==> config.mk <==
export PLATFORM = sky130hd
export DESIGN_NAME = param_icache_flat
export DESIGN_NICKNAME = d
export VERILOG_FILES = /design/src/rtl/param_icache_pkg.sv /design/src/rtl/param_icache_if.sv /design/src/rtl/param_icache_way.sv /design/src/rtl/param_icache.sv /design/src/flat_wrapper.sv
export SDC_FILE = /design/constraint.sdc
export NUM_CORES = 2
export LEC_CHECK = 0
export BUFFER_PORTS_ARGS = -buffer_cell sky130_fd_sc_hd__buf_2
export CAP_MARGIN = 40
export CORE_ASPECT_RATIO = 0.7
export CORE_MARGIN = 2
export CORE_UTILIZATION = 30
export DETAILED_ROUTE_END_ITERATION = 7
export PLACE_DENSITY = 0.5
export SLEW_MARGIN = 40
export SYNTH_ARGS = -nofsm -noshare
export SYNTH_HDL_FRONTEND = slang
export SYNTH_SLANG_ARGS = --single-unit
==> constraint.sdc <==
create_clock -name CLK -period 6.4 [get_ports CLK]
set_clock_uncertainty 0.2 [all_clocks]
set_input_delay 1.6 -clock CLK [delete_from_list [all_inputs] [get_ports CLK]]
set_output_delay 1.6 -clock CLK [all_outputs]
set_load 0.02 [all_outputs]
==> src/rtl/param_icache_pkg.sv <==
// ============================================================================
// Module   : param_icache_pkg
// Brief    : Shared types and constants for the parametrised instruction cache.
// Revision : 1.0 - initial release
// ============================================================================
`default_nettype none

package param_icache_pkg;

  localparam int ICACHE_WAYS_MAX = 2;

  typedef logic [31:0] word_t;

  typedef enum logic [0:0] {
    ACCESS = 1'b0,
    FILL   = 1'b1
  } icache_state_t;

endpackage

`default_nettype wire

==> src/rtl/param_icache_if.sv <==
// ============================================================================
// Module   : param_icache_if
// Brief    : Fetch-port and memory-arbiter signal bundle for param_icache.
// Revision : 1.0 - initial release
// ============================================================================
`default_nettype none

interface param_icache_if #(
  parameter int ADDR_W = 32
);
  import param_icache_pkg::*;

  logic              imemREN;
  logic [ADDR_W-1:0] imemaddr;
  logic              ihit;
  word_t             imemload;
  logic              iREN;
  logic [ADDR_W-1:0] iaddr;
  logic              iwait;
  word_t             iload;

  // The cache is the slave; the environment (datapath + arbiter) is the master.
  modport slave  (input  imemREN, imemaddr, iwait, iload,
                  output ihit, imemload, iREN, iaddr);
  modport master (output imemREN, imemaddr, iwait, iload,
                  input  ihit, imemload, iREN, iaddr);

endinterface

`default_nettype wire

==> src/rtl/param_icache_way.sv <==
// ============================================================================
// Module   : param_icache_way
// Brief    : One cache way: SETS frames with tag compare and word-select mux.
// Revision : 1.0 - initial release
// ============================================================================
`default_nettype none

module param_icache_way
  import param_icache_pkg::*;
#(
  parameter  int SETS     = 8,
  parameter  int BLKWORDS = 2,
  parameter  int TAG_W    = 26,
  localparam int IDX_W    = $clog2(SETS),
  localparam int OFF_WS   = (BLKWORDS > 1) ? $clog2(BLKWORDS) : 1
) (
  input  logic              clk,
  input  logic              rst,
  input  logic [IDX_W-1:0]  rd_idx,
  input  logic [TAG_W-1:0]  rd_tag,
  input  logic [OFF_WS-1:0] rd_off,
  input  logic [IDX_W-1:0]  wr_idx,
  input  logic              inval,
  input  logic              wr_en,
  input  logic [OFF_WS-1:0] wr_off,
  input  word_t             wr_data,
  input  logic              fill_done,
  input  logic [TAG_W-1:0]  wr_tag,
  output logic              hit,
  output logic              valid,
  output word_t             rd_word
);

  typedef struct packed {
    logic                      valid;
    logic [TAG_W-1:0]          tag;
    word_t [BLKWORDS-1:0]      data;
  } frame_t;

  frame_t r_frames [SETS];

  // Only the valid bits need reset; tag/data are qualified by valid.
  always_ff @(posedge clk or posedge rst) begin
    if (rst) begin
      for (int s = 0; s < SETS; s++) begin
        r_frames[s].valid <= 1'b0;
      end
    end else begin
      if (inval) begin
        r_frames[wr_idx].valid <= 1'b0;
      end
      if (wr_en) begin
        r_frames[wr_idx].data[wr_off] <= wr_data;
        if (fill_done) begin
          r_frames[wr_idx].valid <= 1'b1;
          r_frames[wr_idx].tag   <= wr_tag;
        end
      end
    end
  end

  assign valid   = r_frames[rd_idx].valid;
  assign hit     = r_frames[rd_idx].valid && (r_frames[rd_idx].tag == rd_tag);
  assign rd_word = r_frames[rd_idx].data[rd_off];

endmodule

`default_nettype wire

==> src/rtl/param_icache.sv <==
// ============================================================================
// Module   : param_icache
// Brief    : 1/2-way set-associative icache with LRU and sequential block refill.
//            Optional hit/miss counters enabled by macro ICACHE_STATS_EN.
// Revision : 1.0 - initial release
// ============================================================================
`default_nettype none

module param_icache
  import param_icache_pkg::*;
#(
  parameter int WAYS     = 2,
  parameter int SETS     = 8,
  parameter int BLKWORDS = 2,
  parameter int ADDR_W   = 32
) (
  input  logic          CLK,
  input  logic          RST,
  param_icache_if.slave bus
`ifdef ICACHE_STATS_EN
  ,
  output logic [31:0]   hit_count,
  output logic [31:0]   miss_count
`endif
);

  localparam int OFF_W  = $clog2(BLKWORDS);
  localparam int OFF_WS = (OFF_W > 0) ? OFF_W : 1;
  localparam int IDX_W  = $clog2(SETS);
  localparam int TAG_W  = ADDR_W - IDX_W - OFF_W - 2;

  icache_state_t     r_state, w_next;
  logic [OFF_WS-1:0] r_cnt;
  logic              r_victim;
  logic [TAG_W-1:0]  r_tag;
  logic [IDX_W-1:0]  r_idx;
  logic [SETS-1:0]   r_lru;

  logic [TAG_W-1:0]  w_tag;
  logic [IDX_W-1:0]  w_idx;
  logic [OFF_WS-1:0] w_off;
  logic [IDX_W-1:0]  w_wr_idx;
  logic [ADDR_W-1:0] w_fill_addr;
  logic [WAYS-1:0]   w_way_hit;
  logic [WAYS-1:0]   w_valid;
  word_t             w_word [WAYS];
  word_t             w_word_sel;
  logic              w_hit_way;
  logic              w_victim;
  logic              w_lookup_hit;
  logic              w_miss;
  logic              w_fill_wr;
  logic              w_last;
  logic              w_unused;

  assign w_unused = &{1'b0, bus.imemaddr[1:0]};
  assign w_tag    = bus.imemaddr[ADDR_W-1 -: TAG_W];
  assign w_idx    = bus.imemaddr[OFF_W+2 +: IDX_W];
  assign w_wr_idx = (r_state == FILL) ? r_idx : w_idx;

  if (OFF_W > 0) begin : g_addr_off
    assign w_off       = bus.imemaddr[2 +: OFF_WS];
    assign w_fill_addr = {r_tag, r_idx, r_cnt, 2'b00};
  end else begin : g_addr_nooff
    assign w_off       = '0;
    assign w_fill_addr = {r_tag, r_idx, 2'b00};
  end

  for (genvar g = 0; g < WAYS; g++) begin : g_way
    param_icache_way #(
      .SETS     (SETS),
      .BLKWORDS (BLKWORDS),
      .TAG_W    (TAG_W)
    ) u_way (
      .clk       (CLK),
      .rst       (RST),
      .rd_idx    (w_idx),
      .rd_tag    (w_tag),
      .rd_off    (w_off),
      .wr_idx    (w_wr_idx),
      .inval     (w_miss && (w_victim == 1'(g))),
      .wr_en     (w_fill_wr && (r_victim == 1'(g))),
      .wr_off    (r_cnt),
      .wr_data   (bus.iload),
      .fill_done (w_last),
      .wr_tag    (r_tag),
      .hit       (w_way_hit[g]),
      .valid     (w_valid[g]),
      .rd_word   (w_word[g])
    );
  end

  always_comb begin
    w_hit_way  = 1'b0;
    w_word_sel = w_word[0];
    for (int w = 0; w < WAYS; w++) begin
      if (w_way_hit[w]) begin
        w_hit_way  = 1'(w);
        w_word_sel = w_word[w];
      end
    end
  end

  // Lowest-numbered invalid way wins; otherwise fall back to the LRU pointer.
  always_comb begin
    w_victim = (WAYS > 1) ? r_lru[w_idx] : 1'b0;
    for (int w = WAYS - 1; w >= 0; w--) begin
      if (!w_valid[w]) begin
        w_victim = 1'(w);
      end
    end
  end

  always_ff @(posedge CLK or posedge RST) begin
    if (RST) begin
      r_state  <= ACCESS;
      r_cnt    <= '0;
      r_victim <= 1'b0;
      r_tag    <= '0;
      r_idx    <= '0;
    end else begin
      r_state <= w_next;
      if (w_miss) begin
        r_cnt    <= '0;
        r_victim <= w_victim;
        r_tag    <= w_tag;
        r_idx    <= w_idx;
      end else if (w_fill_wr) begin
        r_cnt <= w_last ? '0 : r_cnt + OFF_WS'(1);
      end
    end
  end

  always_comb begin
    w_next       = r_state;
    w_lookup_hit = 1'b0;
    w_miss       = 1'b0;
    w_fill_wr    = 1'b0;
    w_last       = 1'b0;
    unique case (r_state)
      ACCESS: begin
        if (bus.imemREN) begin
          if (|w_way_hit) begin
            w_lookup_hit = 1'b1;
          end else begin
            w_miss = 1'b1;
            w_next = FILL;
          end
        end
      end
      FILL: begin
        if (!bus.iwait) begin
          w_fill_wr = 1'b1;
          if (r_cnt == OFF_WS'(BLKWORDS - 1)) begin
            w_last = 1'b1;
            w_next = ACCESS;
          end
        end
      end
      default: w_next = ACCESS;
    endcase
  end

  assign bus.ihit     = w_lookup_hit && !RST;
  assign bus.imemload = bus.ihit ? w_word_sel : '0;
  assign bus.iREN     = (r_state == FILL) && !RST;
  assign bus.iaddr    = bus.iREN ? w_fill_addr : '0;

  if (WAYS > 1) begin : g_lru
    always_ff @(posedge CLK or posedge RST) begin
      if (RST) begin
        r_lru <= '0;
      end else if (w_lookup_hit) begin
        r_lru[w_idx] <= ~w_hit_way;
      end else if (w_last) begin
        r_lru[r_idx] <= ~r_victim;
      end
    end
  end else begin : g_no_lru
    assign r_lru = '0;
  end

`ifdef ICACHE_STATS_EN
  logic [31:0] r_hit_count;
  logic [31:0] r_miss_count;

  always_ff @(posedge CLK or posedge RST) begin
    if (RST) begin
      r_hit_count  <= '0;
      r_miss_count <= '0;
    end else begin
      if (w_lookup_hit && (r_hit_count != 32'hFFFF_FFFF)) begin
        r_hit_count <= r_hit_count + 32'd1;
      end
      if (w_miss && (r_miss_count != 32'hFFFF_FFFF)) begin
        r_miss_count <= r_miss_count + 32'd1;
      end
    end
  end

  assign hit_count  = r_hit_count;
  assign miss_count = r_miss_count;
`endif

endmodule

`default_nettype wire

==> src/flat_wrapper.sv <==
// flat-port wrapper written by rule: the top's interface ports become plain ports
module param_icache_flat import param_icache_pkg::*;
#(
  parameter int WAYS     = 2,
  parameter int SETS     = 8,
  parameter int BLKWORDS = 2,
  parameter int ADDR_W   = 32
)
  (CLK, RST, bus_imemREN, bus_imemaddr, bus_iwait, bus_iload, bus_ihit, bus_imemload, bus_iREN, bus_iaddr);
  param_icache_if #(.ADDR_W(ADDR_W)) bus_i ();
  input  logic CLK;
  input  logic RST;
  input wire logic [$bits(bus_i.imemREN)-1:0] bus_imemREN;
  input wire logic [$bits(bus_i.imemaddr)-1:0] bus_imemaddr;
  input wire logic [$bits(bus_i.iwait)-1:0] bus_iwait;
  input wire logic [$bits(bus_i.iload)-1:0] bus_iload;
  output wire logic [$bits(bus_i.ihit)-1:0] bus_ihit;
  output wire logic [$bits(bus_i.imemload)-1:0] bus_imemload;
  output wire logic [$bits(bus_i.iREN)-1:0] bus_iREN;
  output wire logic [$bits(bus_i.iaddr)-1:0] bus_iaddr;
  assign bus_i.imemREN = bus_imemREN;
  assign bus_i.imemaddr = bus_imemaddr;
  assign bus_i.iwait = bus_iwait;
  assign bus_i.iload = bus_iload;
  assign bus_ihit = bus_i.ihit;
  assign bus_imemload = bus_i.imemload;
  assign bus_iREN = bus_i.iREN;
  assign bus_iaddr = bus_i.iaddr;
  param_icache #(.WAYS(WAYS), .SETS(SETS), .BLKWORDS(BLKWORDS), .ADDR_W(ADDR_W)) u_core (.CLK(CLK), .RST(RST), .bus(bus_i));
endmodule
-- Word level (Yosys, flattened, before mapping)
Index checks and enable logic that the tools add are counted.
- add/subtract/negate cells: 1
- reductions and logical operators: 16
- mux-type cells: 66
- bitwise operators: 6
- order comparisons: 10
- eq/ne operators: 2
- operator list (cell ; number):
    bitwise mux 728 bit ; 8
    2-to-1 mux 728 bit ; 6
    demux 91 bit (select 3 bit) ; 3
    binary-select mux 91 bit (select 3 bit) ; 2
    2-to-1 mux 91 bit ; 5
    2-to-1 mux 32 bit ; 8
    2-to-1 mux 90 bit ; 1
    2-to-1 mux 64 bit ; 1
    == test 26 bit ; 2
    demux 32 bit (select 1 bit) ; 1
    2-to-1 mux 1 bit ; 22
    bitwise mux 8 bit ; 2
    2-to-1 mux 8 bit ; 2
    logical AND 1 bit ; 12
    greater-or-equal comparator 4 bit (second input constant) ; 2
    < comparator 3 x 4 -> 1 bit (second input constant) ; 2
    inverter 3 -> 4 bit ; 2
    demux 1 bit (select 3 bit) ; 2
    greater-or-equal comparator 3 x 1 -> 1 bit (second input constant) ; 2
    < comparator 1 x 2 -> 1 bit (second input constant) ; 2
    < comparator 4 x 1 -> 1 bit (second input constant) ; 1
    inverter 1 bit ; 4
    nonzero test 2 bit ; 2
    binary-select mux 1 bit (select 3 bit) ; 1
    other kinds (6) ; 6
- word-level logic and storage cells: 171
- input port bits: 68
- bits in registers: 1496
- output and inout bits: 66

-- Depth between registers and ports, before layout
- depth in word-level cells: 17
- depth in mapped cells: 15

-- Modules after synthesis
From an unflattened synthesis, not the netlist that was laid out.
- cell total of the unflattened synthesis: 4360
- area, all modules: 68496.9 um2
- by module, submodules not included (module ; area an instance (um2) ; times used ; cells an instance ; sequential area each (um2)):
    param_icache_way at u_core.g_way[1].u_way ; 32945.3 ; 1 ; 2016 ; 21820.9
    param_icache_way at u_core.g_way[0].u_way ; 32860.3 ; 1 ; 2005 ; 21820.9
    param_icache ; 2691.3 ; 1 ; 339 ; 1001.0

-- Worst setup path after synthesis
No wires, ideal clock.
- path kind: input to output
- from: input bus_imemaddr[3]
- to: output bus_imemload[24]
- required time: 4600 ps
- arrival: 4795 ps
- cell stages on the path: 13
- path slack: -195 ps
- path buffers: 5
- path through: buf_2 buf_4 buf_2 mux2i_1 o22ai_1 or3_1 a221oi_1 nand4b_1 nor4_4 buf_2 buf_2 nor2_1 a211oi_1
- longest elaborated chain between the ends: 12
- elaborated cells on any way between the ends: 22
- classes of those cells: eq/ne (2); mux (15); bitwise (1); reduce/logical (4)
- ends and longest elaborated chain (what ; RTL line ; source):
    start, declared ; flat_wrapper.sv:14 ; input wire logic [$bits(bus_i.imemaddr)-1:0] bus_imemaddr;
    inverter 3 -> 4 bit (not written as such) * ; param_icache_way.sv:63, param_icache_way.sv:64 ;
    binary-select mux 91 bit (select 3 bit) ; param_icache_way.sv:63, param_icache_way.sv:64 ;
    2-to-1 mux 91 bit (not written as such) (2 in series) ; param_icache_way.sv:64 ; assign rd_word = r_frames[rd_idx].data[rd_off];
    == test 26 bit ; param_icache_way.sv:63 ; assign hit = r_frames[rd_idx].valid && (r_frames[rd_idx].tag == rd_tag);
    logical AND 1 bit ; param_icache_way.sv:63 ;
    OR reduction 2 bit ; param_icache.sv:143 ; if (|w_way_hit) begin
    2-to-1 mux 1 bit ; param_icache.sv:143 ;
    2-to-1 mux 1 bit ; param_icache.sv:142 ; if (bus.imemREN) begin
    2-to-1 mux 1 bit ; param_icache.sv:140 ; unique case (r_state)
    logical AND 1 bit ; param_icache.sv:164 ; assign bus.ihit = w_lookup_hit && !RST;
    2-to-1 mux 32 bit * ; param_icache.sv:165 ; assign bus.imemload = bus.ihit ? w_word_sel : '0;
    end, declared ; flat_wrapper.sv:18 ; output wire logic [$bits(bus_i.imemload)-1:0] bus_imemload;
Every way passes the cells marked *; elsewhere a longest branch is shown, timed or not. The select of a mux whose other input is x is not followed.

-- Worst setup path after layout
- from: input bus_imemaddr[3]
- to: output bus_imemload[27]
The elaborated chain is that of the path after synthesis.

==> results.md <==
* Clk sinks at 1,496
* Port bufs at 129
* Area grow syn2layout at 20.3%
* Post-Synth Simple-Gate Area at 16.1%
* Vias in the first global route at about 44k
* Layout cells sized above 1 at 22.7%
* Leakage at 29.5 nW
* Maximum clock path buffer count at 3
* RSZ-0062 raised after global routing: yes
* WL/cell at 30.1 um
* Status: complete, but fails checks
* Hold Slack at 307 ps
* Main combinational cell family by area after synthesis: simple AND/OR/NAND/NOR gates
* CP startpoint kind: input port
* Synth area leader: edfxtp_1
* EDFF count, synth at 1,440
* I/O pin count at 134
* Number of detailed-route iterations in the first pass at 5
* Initial antenna violation count at 22
* Hold_buf cts at 0
* Slack of the critical path at -430 ps
* Final setup violation count at 33
* DRT iter0 DRCs at 6,296
* Synth Area in Adders at 0%
* FILL cells at 21.3k
* Max frequency at 0.146 GHz
* Grt ovf at 0
* Synthesized area per cell at 13.2 um^2
* Peak VDD IR at 216 uV
* Critical Path RT at 4600 ps
* HP Class: flop to flop
* CP max FO at 8
* Post-synthesis compound-gate area fraction at approximately 6.8%
* Most frequent cell after synthesis: edfxtp_1
* CTS tree: yes
* Sequential area share after synthesis at between 60% and 70%
* DR vias/cell at 5.34
* Largest net degree at the start of global routing at 70
* Post-route insts no fill at 8,524
* Placed cells at just over 8k
* Routed vias at 45.5k
* Mux contribution to synthesized area at 7.56%
* Top post-synthesis cells by area: edfxtp_1, and2_1, nor2_1
* Synth unique cells at a little over 70
* WS Path Type: input port to output pin
* Post-synthesis instance area at ~67,000 um^2
* Final Max Slew Viols at 0
* GP Congestion at 0.839
* Slew headroom at about two fifths
* Failing checks: negative setup slack
* Root Buffer: clkbuf_16
* Worst-path clk slew at 60 ps
* DP Worst Slack at -1200 ps
* Post-synth top flop: edfxtp_1
* Clk_lat worst skew at 820 ps
* Drc violations at 0
* WL final at 257,000 um
* Async set-reset flop share out of synthesis at 3.74%
* Fin nets at 5,440
* CP endpoint kind: output pin
* Pwr dens at just under 300 nW/um^2
* Synth top cells by count: edfxtp_1, and2_1, nor2_1, clkbuf_1, o22ai_1
* Synth top area share at ~64%
* Die Height at 401 um
* Count of state elements after synthesis at 1,496
* XOR/XNOR Fraction of Synth Area at 0.390%
* Cells after Synth at 5,090
* Sum Neg Setup Slack at -11,590 ps
* First-pass GRT wire length at 356,000 um
* Max-Cap Viols at 0
* GRT Total Usage at between 20 and 25%
* Pin slew with the least headroom to its limit at slightly below 900 ps
* Initial Util at 30.2%
* CTS H-Tree Depth at 4
* Arr. time, crit path at 5030 ps
* ANT nets after route at 0
* Final Hold Viols at 0
* Pwr Total at 0.0235 W
* Die area at 229,000 um^2
* Period minus WS final at 6830 ps
* Core area at 223,000 um^2
* YS warnings at 0
* # rows at 145
* Tcrit/Tclk final at 107%
* Die width at 571 um
* Hpwl dp at around 150,000 um
* R2R setup slack at 2350 ps
* Inserted Clock Buffers at 161
[stage by stage]
stage	cell area [um^2]	util [%]
after global routing	81100	36.3
after detailed placement	74600	33.4
after floorplan	67600	-
after global placement	74500	33.3
after CTS	80600	36.1
final	81200	36.3
[registers in the layout, summed over array words and instances (netlist names)]
signal and count:
u_core.r_victim 1, u_core.r_cnt 1, u_core.r_idx 3, u_core.g_way.u_way.r_frames 1456, u_core.r_tag 26, u_core.r_state 1
u_core.r_lru 8
[worst max-delay path, stage by stage]
cell	delay [ps]
buf_16	130
buf_16	150
buf_12	120
buf_4	120
nor2b_4	60
buf_12	130
a22oi_1	470
nand3_1	220
a211oi_2	220
nand4b_1	180
nor4_4	420
buf_12	230
o21ai_4	160
buf_12	190
buf_16	150
a211oi_2	140
buf_4	150
buf_6	110
[worst paths after layout]
path                                                startpoint                                  end  cells past startpoint
setup / recovery                               bus_imemaddr[3]                     bus_imemload[27]                     18
setup reg to reg           u_core.g_way[1].u_way.r_frames[453]                     u_core.r_tag[20]                     12
min in group asynchronous                                  RST                     u_core.r_tag[10]                      2
hold / removal             u_core.g_way[1].u_way.r_frames[454]  u_core.g_way[1].u_way.r_frames[454]                      2
hold reg to reg            u_core.g_way[1].u_way.r_frames[454]  u_core.g_way[1].u_way.r_frames[454]                      2
max in group asynchronous                                  RST                         u_core.r_cnt                      3
[layout by cell type (no fill, tap or decap), types with 15 or more instances in the layout]
master | Yosys | final
and2_1 | 1053 | 1053
nor4_1 | 34 | 30
nor3_4 | 0 | 18
clkbuf_16 | 0 | 165
a22oi_1 | 17 | 15
dfrtp_1 | 56 | 55
nor2_4 | 0 | 46
o221ai_1 | 58 | 58
buf_12 | 0 | 56
mux4_2 | 89 | 89
buf_6 | 6 | 45
nor2_1 | 561 | 497
nor3_2 | 1 | 22
a21oi_1 | 78 | 78
buf_2 | 47 | 92
and3_1 | 72 | 70
o31ai_1 | 18 | 18
nand2_1 | 136 | 125
o21ai_0 | 71 | 67
nor3_1 | 71 | 32
mux2_2 | 118 | 117
buf_4 | 11 | 386
clkbuf_1 | 386 | 45
edfxtp_1 | 1440 | 1440
mux2i_1 | 136 | 129
mux2_4 | 27 | 28
clkinv_1 | 1 | 34
nor2_2 | 0 | 18
a211oi_1 | 57 | 34
o22ai_1 | 275 | 271
clkinv_2 | 0 | 26
[logic make-up (layout without fill, tap and decap cells)]
group	after synthesis	in the layout
AO/OA/AOI/OAI	685	685
XOR/XNOR	30	30
buffers and inverters	492	901
flip-flops	1496	1496
multiplexers	370	370
other	1	13
AND/OR/NAND/NOR	2016	2016
[layout make-up]
class	instances	area (um^2)	area share, %
repair buffers	599	5450	6.71
flip-flops and latches	1496	44600	55.0
inverters	11	57.6	0.0709
well taps	3013	3770	4.65
diodes	11	27.5	0.0339
multi-input cells	3103	22100	27.3
clock inverters	84	848	1.05
clock buffers	207	4220	5.20
[report_power, final]
| part | internal (W) | switching [W] | leakage, nW |
|---|---|---|---|
| Combinational | 0.000954 | 0.00210 | 11.4 |
| Clock | 0.00503 | 0.00410 | 2.45 |
| Sequential | 0.0109 | 0.000389 | 15.7 |
| Total | 0.0169 | 0.00658 | 29.5 |
[timing repair]
item	4_1_cts	5_1_grt
pin swaps	29	24
cloned	4	3
gates resized for setup	151	66
setup endpoints to repair	33	33
buffers inserted	15	21
[per-layer routing]
metal  up-vias  GRT usage, %  share of wire, %
met4         2          5.88               2.6
met5         -             0            0.0051
met1     23700          32.0                44
met3       347          3.69               8.7
met2      2276          33.7                45
li1      19200             -                 -
No activity file was read; power rests on OpenSTA's default activity.
